<file path="src/rtl/serial_mux_adder_pkg.sv">
// Shared types and helpers for the bit-serial mux-based adder.
package serial_mux_adder_pkg;

    // Operation sequencing: wait for operands, ripple slices, present result.
    typedef enum logic [1:0] {
        IDLE = 2'd0,
        RUN  = 2'd1,
        DONE = 2'd2
    } state_t;

    // Width of the slice counter; never narrower than one bit so a
    // single-step configuration still has a legal counter register.
    function automatic int step_cnt_w(input int steps);
        return (steps <= 2) ? 1 : $clog2(steps);
    endfunction

endpackage

</file>
<file path="src/rtl/fa_mux_cell.sv">
// Single-bit full adder expressed purely as 2:1 mux selections.
module fa_mux_cell (
    input  logic a,
    input  logic b,
    input  logic ci,
    output logic s,
    output logic co
);

    logic p;

    // Propagate = a xor b, built as a mux on a choosing b or its inverse.
    // Sum flips ci when propagating; carry passes ci when propagating,
    // otherwise a (which equals b when not propagating) is the generate term.
    always_comb begin
        p  = a ? ~b : b;
        s  = p ? ~ci : ci;
        co = p ? ci : a;
    end

endmodule

</file>
<file path="src/rtl/serial_mux_adder.sv">
// Multi-cycle adder/subtractor: processes BITS_PER_CYCLE bits per cycle
// through a short ripple of mux-based full-adder cells, with a
// valid/ready handshake on both the operand and result sides.
module serial_mux_adder
    import serial_mux_adder_pkg::*;
#(
    parameter int WIDTH          = 8,
    parameter int BITS_PER_CYCLE = 1
) (
    input  logic             clk,
    input  logic             rst_n,
    input  logic             in_valid,
    output logic             in_ready,
    input  logic [WIDTH-1:0] a,
    input  logic [WIDTH-1:0] b,
    input  logic             cin,
    input  logic             sub,
    output logic             out_valid,
    input  logic             out_ready,
    output logic [WIDTH-1:0] sum,
    output logic             cout,
    output logic             ovf
);

    localparam int STEPS = WIDTH / BITS_PER_CYCLE;
    localparam int CW    = step_cnt_w(STEPS);
    localparam int B     = BITS_PER_CYCLE;

    state_t           state;
    state_t           state_nxt;
    logic [WIDTH-1:0] a_r;
    logic [WIDTH-1:0] b_r;
    logic [WIDTH-1:0] sum_r;
    logic             carry_r;
    logic             ovf_r;
    logic [CW-1:0]    cnt;

    logic [B-1:0]     a_sl;
    logic [B-1:0]     b_sl;
    logic [B-1:0]     s_sl;
    logic [B:0]       c;
    int               idx;
    logic             last;

    assign last      = (cnt == CW'(STEPS - 1));
    assign in_ready  = (state == IDLE);
    assign out_valid = (state == DONE);
    assign sum       = sum_r;
    assign cout      = carry_r;
    assign ovf       = ovf_r;

    // Select the operand slice addressed by the step counter.
    always_comb begin
        idx  = int'(cnt) * B;
        a_sl = a_r[idx +: B];
        b_sl = b_r[idx +: B];
    end

    // Carry ripple through B cells; the registered carry seeds the chain.
    assign c[0] = carry_r;
    for (genvar gi = 0; gi < B; gi++) begin : g_cell
        fa_mux_cell u_fa (
            .a  (a_sl[gi]),
            .b  (b_sl[gi]),
            .ci (c[gi]),
            .s  (s_sl[gi]),
            .co (c[gi+1])
        );
    end

    // State register; reset wins over any handshake in the same cycle.
    always_ff @(posedge clk) begin
        if (!rst_n) state <= IDLE;
        else        state <= state_nxt;
    end

    // Next-state decode for the accept / ripple / present sequence.
    always_comb begin
        state_nxt = state;
        case (state)
            IDLE:    if (in_valid) state_nxt = RUN;
            RUN:     if (last)     state_nxt = DONE;
            DONE:    if (out_ready) state_nxt = IDLE;
            default: state_nxt = IDLE;
        endcase
    end

    // Operand capture in IDLE and one slice of sum/carry per RUN cycle.
    // Subtraction is folded in at capture: b is inverted and carry seeded to 1.
    // The overflow flag tracks the last cell's carry-in vs carry-out, so after
    // the final slice it reflects the MSB.
    always_ff @(posedge clk) begin
        if (!rst_n) begin
            a_r     <= '0;
            b_r     <= '0;
            sum_r   <= '0;
            carry_r <= 1'b0;
            ovf_r   <= 1'b0;
            cnt     <= '0;
        end else begin
            case (state)
                IDLE: begin
                    if (in_valid) begin
                        a_r     <= a;
                        b_r     <= b ^ {WIDTH{sub}};
                        carry_r <= sub ? 1'b1 : cin;
                        sum_r   <= '0;
                        ovf_r   <= 1'b0;
                        cnt     <= '0;
                    end
                end
                RUN: begin
                    sum_r[idx +: B] <= s_sl;
                    carry_r         <= c[B];
                    ovf_r           <= c[B] ^ c[B-1];
                    cnt             <= cnt + CW'(1);
                end
                default: ;
            endcase
        end
    end

endmodule

</file>
<file path="config.mk">
export PLATFORM = sky130hd
export DESIGN_NAME = serial_mux_adder
export DESIGN_NICKNAME = d
export VERILOG_FILES = /design/src/rtl/serial_mux_adder_pkg.sv /design/src/rtl/fa_mux_cell.sv /design/src/rtl/serial_mux_adder.sv
export SDC_FILE = /design/constraint.sdc
export NUM_CORES = 1
export LEC_CHECK = 0
export BUFFER_PORTS_ARGS = -buffer_cell sky130_fd_sc_hd__buf_2
export CORE_MARGIN = 3
export CORE_UTILIZATION = 58
export CTS_BUF_LIST = sky130_fd_sc_hd__clkbuf_4 sky130_fd_sc_hd__clkbuf_8 sky130_fd_sc_hd__clkbuf_16
export DETAILED_ROUTE_END_ITERATION = 6
export PLACE_DENSITY = 0.84
export SYNTH_ARGS = -nofsm -noshare
export SYNTH_HDL_FRONTEND = slang
export SYNTH_SLANG_ARGS = --single-unit
</file>
<file path="constraint.sdc">
create_clock -name clk -period 3.6 [get_ports clk]
set_input_delay 0.36 -clock clk [delete_from_list [all_inputs] [get_ports clk]]
set_output_delay 0.36 -clock clk [all_outputs]
set_load 0.05 [all_outputs]
</file>
==> metrics.md, run 1 <==
| Metric | Value |
|---|---|
| Skew final | 0.00790 ns |
| Grt met2 use | 0.355 |
| RSZ-0062 raised after global routing | false |
| Total track usage | 0.215 |
| Worst setup EP type | register |
| Leakage | 0.000726 uW |
| Yosys cell types | 39 |
| Nets | 235 |
| Post CTS Setup Buffer Count | 0 |
| VDD IR-drop max | 0.000291 V |
| HP Class | in -> reg |
| HPWL after DPL | 2490 um |
| Design area | 1810 um2 |
| Max-Slew Margin vs Limit | 0.411 |
| Initial core utilization | 0.628 |
| Clock Sinks | 31 |
| Router iterations before antenna repair | 4 |
| Worst-skew pair later-pin latency | 0.32 ns |
| Die Ht | 58.7 um |
| Synth Instances | 180 |
| # rows | 18 |
| Post-synth top flop | dfxtp_1 |
| Clock Path Buffers | 2 |
| Max-slew violations | 0 |
| Grt met3 use | 0.0548 |
| Share of cells above drive strength 1 | 0.236 |
| Post-synthesis cell area | 1610 um2 |
| Vias in the first global route | 1257 |
| Kind of critical path | reg -> reg |
| Yosys warning count | 0 |
| FILL cells | 218 |
| Post-Route Utilization | 0.705 |
| Die ar. | 3450 um2 |
| Ports | 34 |
| Endpoints failing hold | 0 |
| Drt drc | 0 |
| Fraction of registers with async set/reset | 0 |
| Yosys reg bits | 31 |
| DRT iter0 DRCs | 50 |
| Fin Hold WS | 0.268 ns |
| CP startpoint kind | register |
| Fin crit share | 0.690 |
| CTS buffer count | 5 |
| CP Data Required Time | 3.82 ns |
| Met1 usage | 0.267 |
| IO buf count | 33 |
| WL/cell | 14.0 um |
| Tmin final | 2.48 ns |
| Setup Viol. Count Final | 0 |
| Busiest grt layer | met2 |
| Largest net degree at the start of global routing | 27 |
| Post-CTS Resized | 0 |
| Max-Cap Viols | 0 |
| Worst-Margin Slew | 0.884 ns |
| PD cells | 388 nW/um2 |
| CTS tree | done |
| EDFF count, synth | 0 |
| H-Tree Depth | 2 |
| Sequential share of the synthesized area | 0.385 |
| Antenna Cells | 0 |
| Clock Root Buffer | clkbuf_4 |
| Core Region | 2570 um2 |
| Fmax achieved | 0.403 GHz |
| Die width | 58.7 um |
| Final TNS setup | 0 ns |
| Synth Area per Inst | 8.96 um2 |
| Antenna violation net count after detailed routing | 0 |
| Initial antenna violation count | 0 |
| Vias per cell | 5.85 |
| CTS hold repair buffers | 0 |
| Reg clk slew, reported paths | 0.09 ns |
| CP arrival | 2.71 ns |
| Placed Area | 1760 um2 |
| Mapped Nets | 206 |
| Vias | 1393 |
| First-pass GRT wire length | 5630 um |
| Total length of routed wires | 3330 um |
| Placer Congestion | 0.876 |
| GRT Residual Overflow | 0 |
| Area grow syn2layout | 12.2% |
| Critical-path maximum fanout | 11 |
| Outcome | finished, final reports clean |
## cell usage after synthesis, types with 3 or more instances
library cell | count | area share
o211ai_1 | 7 | 0.033
o31ai_1 | 8 | 0.037
ha_1 | 4 | 0.031
nor2b_1 | 3 | 0.012
dfxtp_1 | 31 | 0.38
mux2i_1 | 4 | 0.025
nand3_1 | 6 | 0.019
xnor2_1 | 8 | 0.043
a21oi_1 | 12 | 0.037
nor2_1 | 18 | 0.042
a211oi_1 | 8 | 0.037
clkbuf_1 | 8 | 0.019
nand2_1 | 26 | 0.061
inv_1 | 4 | 0.0093
## layout by cell type (no fill, tap or decap), types with 3 or more instances in the layout
cell,instances
a211oi_1,8
a21oi_1,12
buf_2,33
clkbuf_4,6
dfxtp_1,31
ha_1,4
inv_1,4
mux2i_1,4
nand2_1,26
nand3_1,6
nor2_1,18
nor2b_1,3
o211ai_1,7
o31ai_1,8
xnor2_1,8
## through the flow
step | setup slack (ns) | power (uW) | cells
2_1_floorplan | 1.50 | 493 | 180
3_3_place_gp | 1.32 | 519 | 232
3_5_place_dp | 1.17 | 527 | 232
4_1_cts | 1.16 | 708 | 238
5_1_grt | 0.970 | 740 | 238
6_report | 1.12 | 701 | 238
## flip-flops by register name, summed over array words and instances (netlist names)
name	count
a_r	8
ovf	1
cnt	3
b_r	8
state	2
cout	1
sum	8
## cell families (layout without fill, tap and decap cells)
logic type / Yosys count / count (layout) / share of synthesized area
mux: 9 / 9 / 0.0853
flops: 31 / 31 / 0.385
compound gates: 44 / 44 / 0.203
fa+ha+maj: 4 / 4 / 0.0310
xor+xnor: 9 / 9 / 0.0582
buf+inv: 16 / 44 / 0.0434
simple gates: 67 / 67 / 0.194
## cell type report
cell class | count | area, um2 | area share
Multi-Input combinational cell | 133 | 922 | 0.510
Sequential cell | 31 | 621 | 0.343
Timing Repair Buffer | 33 | 165 | 0.0913
Clock buffer | 6 | 45.0 | 0.0249
Tap cell | 30 | 37.5 | 0.0207
Inverter | 5 | 18.8 | 0.0104
## power breakdown
group	total, uW	switching, uW	internal, uW
combinational	143	83.1	60.3
clock	183	106	76.9
sequential	375	14.4	361
total	701	204	498
## metal layers
metal,share of wire,vias up,routed length [um]
li1,-,701,-
met1,0.45,634,1480
met2,0.47,52,1550
met3,0.074,6,248
met4,0.013,0,42
met5,0,-,0
## final timing paths
path                        from                   to  slack, ns  cells past startpoint
max          cnt[0]$_SDFFE_PN0P_  sum[0]$_SDFFE_PN0P_       1.12                      7
min                         a[4]  a_r[4]$_SDFFE_PN0P_       0.27                      3
max reg2reg  cnt[0]$_SDFFE_PN0P_  sum[0]$_SDFFE_PN0P_       1.12                      7
min reg2reg  a_r[5]$_SDFFE_PN0P_  a_r[5]$_SDFFE_PN0P_       0.46                      2
## critical path, stage by stage, from the launching register on
cell	delay, ns
dfxtp_1	0.62
inv_1	0.15
ha_1	0.23
ha_1	0.31
or3_1	0.43
and4b_1	0.31
nand3_1	0.10
o311ai_1	0.25
Power figures use the tool's default switching activity.
==> run 2: changes to the inputs <==
CORE_UTILIZATION = 53   (was 58)
PLACE_DENSITY = 0.78   (was 0.84)
clock period = 2.6 ns   (was 3.6 ns; I/O delays follow)
==> run 2 against run 1 <==
  * Via count is 0.86% lower
  * Critical path type unchanged
  * Fmax is 9.3% higher
  * Largest power group unchanged
  * Flip-flop and latch count stayed put
  * Critical path depth stayed put
==> metrics.md, run 2 (synthesized netlist as in run 1, its figures left out) <==
| Metric | Value |
|---|---|
| Outcome | finished, final reports clean |
| Max-Slew Margin vs Limit | 0.671 |
| Initial core utilization | 0.570 |
| Max incr delay on CP | 0.48 ns |
| Max-Cap Viols | 0 |
| # rows | 19 |
| Hold path cells | 3 |
| CP arrival | 2.53 ns |
| CTS buffer count | 5 |
| Placed Cells | 237 |
| Most used cell along the critical path | ha_1 |
| Post-CTS Resized | 0 |
| Commonest non-fill, non-tap cell in the layout | buf_2 |
| H-Tree Depth | 2 |
| Final TNS setup | 0 ns |
| CP Data Required Time | 2.85 ns |
| Die Ht | 61.2 um |
| Largest net degree at the start of global routing | 27 |
| Post-Route Utilization | 0.660 |
| Initial antenna violation count | 0 |
| Worst-skew pair later-pin latency | 0.34 ns |
| Die ar. | 3740 um2 |
| Worst-Margin Slew | 0.492 ns |
| Post-route insts no fill | 245 |
| CP startpoint kind | register |
| Placer Congestion | 0.879 |
| PD cells | 566 nW/um2 |
| CTS tree | done |
| VDD IR-drop max | 0.000334 V |
| Drt drc | 0 |
| Ports | 34 |
| R2R depth | 7 |
| Antenna violation net count after detailed routing | 0 |
| Vias in the first global route | 1305 |
| Leakage | 0.000760 uW |
| Reg2reg setup slack | 0.33 ns |
| Router iterations before antenna repair | 4 |
| Reg clk slew, reported paths | 0.10 ns |
| Endpoints failing hold | 0 |
| FILL cells | 238 |
| Share of cells above drive strength 1 | 0.257 |
| Total track usage | 0.206 |
| Antenna Cells | 0 |
| Commonest cells after routing, fill and taps aside | buf_2 (33), dfxtp_1 (31), nand2_1 (26) |
| Hold_sp | a[4] |
| Pre-CTS setup slack | 0.347 ns |
| Clock Root Buffer | clkbuf_4 |
| Die width | 61.2 um |
| Nets | 239 |
| PnR Total Power | 1060 uW |
| Fmax achieved | 0.440 GHz |
| Post CTS Setup Buffer Count | 0 |
| Kind of critical path | reg -> reg |
| IO buf count | 33 |
| Worst setup EP type | register |
| CTS hold repair buffers | 0 |
| Reg2reg start | cnt[1]$_SDFFE_PN0P_ |
| RSZ-0062 raised after global routing | false |
| Area grow syn2layout | 15.8% |
| Setup WS post-layout | 0.327 ns |
| First-pass GRT wire length | 5590 um |
| Tmin final | 2.27 ns |
| Cell breakdown of the critical path | inv_1 -> ha_1 -> ha_1 -> or3_1 -> and4b_1 -> nand3_1 -> o311ai_1 |
| DRT iter0 DRCs | 83 |
| Critical-path maximum fanout | 8 |
| RR Endpoint | sum[0]$_SDFFE_PN0P_ |
| GRT Residual Overflow | 0 |
| Setup Viol. Count Final | 0 |
| HP Class | in -> reg |
| Clock Sinks | 31 |
| Vias per cell | 5.64 |
| Max-slew violations | 0 |
| Vias | 1381 |
| WL/cell | 13.7 um |
| Endpoint, Worst Hold | a_r[4]$_SDFFE_PN0P_ |
| Skew final | 0.0100 ns |
| Crit-path slowest cell | dfxtp_1 |
| HPWL after DPL | 2570 um |
| Fin crit share | 0.874 |
| Clock Path Buffers | 2 |
| Total length of routed wires | 3350 um |
| Core Region | 2830 um2 |
[run 2: cell types whose count changed in the layout (fill, tap and decap cells not counted)]
cell,previous run,this run
clkbuf_8,0,2
buf_4,0,4
[run 2: how the worst max path moves through the flow]
| stage | startpoint | slack [ns] | endpoint |
|---|---|---|---|
| 2_1_floorplan | state[1]$_SDFFE_PN0P_ | 0.50 | b_r[4]$_SDFFE_PN0P_ |
| 3_3_place_gp | cnt[1]$_SDFFE_PN0P_ | 0.46 | sum[0]$_SDFFE_PN0P_ |
| 3_5_place_dp | cnt[1]$_SDFFE_PN0P_ | 0.35 | sum[0]$_SDFFE_PN0P_ |
| 4_1_cts | cnt[1]$_SDFFE_PN0P_ | 0.34 | sum[0]$_SDFFE_PN0P_ |
| 5_1_grt | cnt[1]$_SDFFE_PN0P_ | 0.13 | sum[0]$_SDFFE_PN0P_ |
| 6_report | cnt[1]$_SDFFE_PN0P_ | 0.33 | sum[0]$_SDFFE_PN0P_ |
[run 2: metrics by stage]
stage	cell area [um2]	hold slack, ns
2_1_floorplan	1610	0.396
3_3_place_gp	1800	0.442
3_5_place_dp	1800	0.450
4_1_cts	1870	0.139
5_1_grt	1870	0.163
6_report	1870	0.150
[run 2: metal layers]
layer / track usage / share of wire / vias to the layer above
met2: 0.360 / 0.49 / 39
met3: 0.0629 / 0.051 / 6
met5: 0 / 0 / -
met4: 0.0929 / 0.020 / 0
li1: - / - / 703
met1: 0.228 / 0.44 / 633
[run 2: worst max-delay path, delay by kind of cell (launching register included)]
kind,cells,cell delay (ns)
flops,1,0.48
fa+ha+maj,2,0.52
simple gates,3,0.79
buf+inv,1,0.16
compound gates,1,0.22
[run 2: area by class of cell]
type                       instances  area [um2]  share of cell area
inverter                           5        18.8              0.0100
clock buffer                       8        72.6              0.0388
multi-input combinational        133         922               0.494
tap                               31        38.8              0.0208
timing repair buffer              37         195               0.104
sequential                        31         621               0.332
[run 2: power breakdown]
| group | total, uW | switching, uW | internal [uW] |
|---|---|---|---|
| sequential | 515 | 15.5 | 499 |
| combinational | 208 | 119 | 88.7 |
| clock | 334 | 165 | 169 |
| total | 1060 | 300 | 757 |
==> run 3: changes to the inputs <==
PLACE_DENSITY = 0.82   (was 0.78)
==> run 3 against run 2 <==
  * Non-clock buffer count unchanged
  * Sequential share of layout area is 0.24 points lower
  * Clock-buffer cell count shrank 2
  * Highest routed layer unchanged
==> metrics.md, run 3 (synthesized netlist as in run 1, its figures left out) <==
| Metric | Value |
|---|---|
| Antenna violation net count after detailed routing | 0 |
| Post-CTS Resized | 0 |
| Total track usage | 0.201 |
| Fmax achieved | 0.434 GHz |
| HPWL after DPL | 2560 um |
| Ports | 34 |
| Placed Cells | 237 |
| WL/cell | 13.5 um |
| Placer Congestion | 0.879 |
| Die Ht | 61.2 um |
| WL met1 | 1460 um |
| Vias per cell | 5.64 |
| Clock Root Buffer | clkbuf_4 |
| Reg clk slew, reported paths | 0.10 ns |
| Initial antenna violation count | 0 |
| Max-Cap Viols | 0 |
| Core Region | 2830 um2 |
| Post CTS Setup Buffer Count | 0 |
| CTS tree | done |
| PD cells | 593 nW/um2 |
| Top sig layer | met4 |
| Die ar. | 3740 um2 |
| Leakage | 0.000766 uW |
| H-Tree Depth | 2 |
| Most used cell along the critical path | ha_1 |
| Vias | 1381 |
| Antenna Cells | 0 |
| Bufs and invs on worst path | 1 |
| Cell breakdown of the critical path | inv_1 -> ha_1 -> ha_1 -> or3_1 -> and4b_1 -> nand3_1 -> o311ai_1 |
| Hold_sp | a[1] |
| Endpoints failing hold | 0 |
| IO buf count | 33 |
| Kind of critical path | reg -> reg |
| DRT iter0 DRCs | 66 |
| Router iterations before antenna repair | 4 |
| Die width | 61.2 um |
| HP Class | in -> reg |
| Skew final | 0.00456 ns |
| Max-slew violations | 0 |
| Drt drc | 0 |
| Max-Slew Margin vs Limit | 0.652 |
| Fin crit share | 0.886 |
| Worst-Margin Slew | 0.521 ns |
| Crit-path slowest cell | dfxtp_1 |
| Critical-path maximum fanout | 8 |
| CP Data Required Time | 2.82 ns |
| Delay-heaviest family, CP | simple AND/OR/NAND/NOR gates |
| Clock Sinks | 31 |
| Nets | 239 |
| Reg2reg start | cnt[1]$_SDFFE_PN0P_ |
| Area grow syn2layout | 16.7% |
| Worst setup EP type | register |
| Post-route insts no fill | 245 |
| First-pass GRT wire length | 5520 um |
| Crit path from | cnt[1]$_SDFFE_PN0P_ |
| Largest net degree at the start of global routing | 27 |
| CTS buffer count | 5 |
| Final TNS setup | 0 ns |
| GRT Residual Overflow | 0 |
| VDD IR-drop max | 0.000422 V |
| Share of cells above drive strength 1 | 0.257 |
| Length of routed met2 wiring | 1600 um |
| Max incr delay on CP | 0.46 ns |
| Commonest non-fill, non-tap cell in the layout | buf_2 |
| CP startpoint kind | register |
| Design area | 1880 um2 |
| Total length of routed wires | 3320 um |
| RSZ-0062 raised after global routing | false |
| Worst-skew pair later-pin latency | 0.33 ns |
| Setup Viol. Count Final | 0 |
| CTS hold repair buffers | 0 |
| Outcome | finished, final reports clean |
| Tmin final | 2.30 ns |
| Clock Path Buffers | 2 |
| Placed Area | 1800 um2 |
| Commonest cells after routing, fill and taps aside | buf_2 (33), dfxtp_1 (31), nand2_1 (26) |
| DR WL met3 | 196 um |
| Vias in the first global route | 1282 |
| # rows | 19 |
| CP arrival | 2.53 ns |
| Initial core utilization | 0.570 |
run 3: worst reg2reg max path, stage by stage, from the launching register on:
cell      delay [ns]
dfxtp_1         0.46
inv_1           0.15
ha_1            0.21
ha_1            0.30
or3_1           0.41
and4b_1         0.30
nand3_1         0.09
o311ai_1        0.28
run 3: cell type report:
| cell class | count | area [um2] |
|---|---|---|
| Inverter | 5 | 18.8 |
| Clock inverter | 2 | 35.0 |
| Fill cell | 248 | 947 |
| Multi-Input combinational cell | 133 | 922 |
| Timing Repair Buffer | 37 | 195 |
| Sequential cell | 31 | 621 |
| Clock buffer | 6 | 51.3 |
| Tap cell | 31 | 38.8 |
run 3: metrics by stage:
stage | power [uW] | hold slack, ns | utilization | worst slack (ns)
floorplan | 682 | 0.396 | - | 0.501
global placement | 725 | 0.440 | 0.635 | 0.470
detailed placement | 734 | 0.450 | 0.635 | 0.357
CTS | 1120 | 0.149 | 0.665 | 0.330
global route | 1170 | 0.142 | 0.665 | 0.164
finish | 1120 | 0.156 | 0.665 | 0.296
run 3: final timing paths:
check	endpoint	slack, ns	depth (start not counted)
max	sum[0]$_SDFFE_PN0P_	0.30	7
min	a_r[1]$_SDFFE_PN0P_	0.16	3
max reg2reg	sum[0]$_SDFFE_PN0P_	0.30	7
min reg2reg	a_r[4]$_SDFFE_PN0P_	0.46	2
run 3: power breakdown:
part / switching, uW / internal [uW]
logic: 119 / 88.6
registers: 15.9 / 499
clock network: 166 / 227
run 3: routing by layer:
metal	GRT usage	vias up
met5	0	-
met4	0.0805	0
met3	0.0629	8
met2	0.343	42
met1	0.232	623
li1	-	708
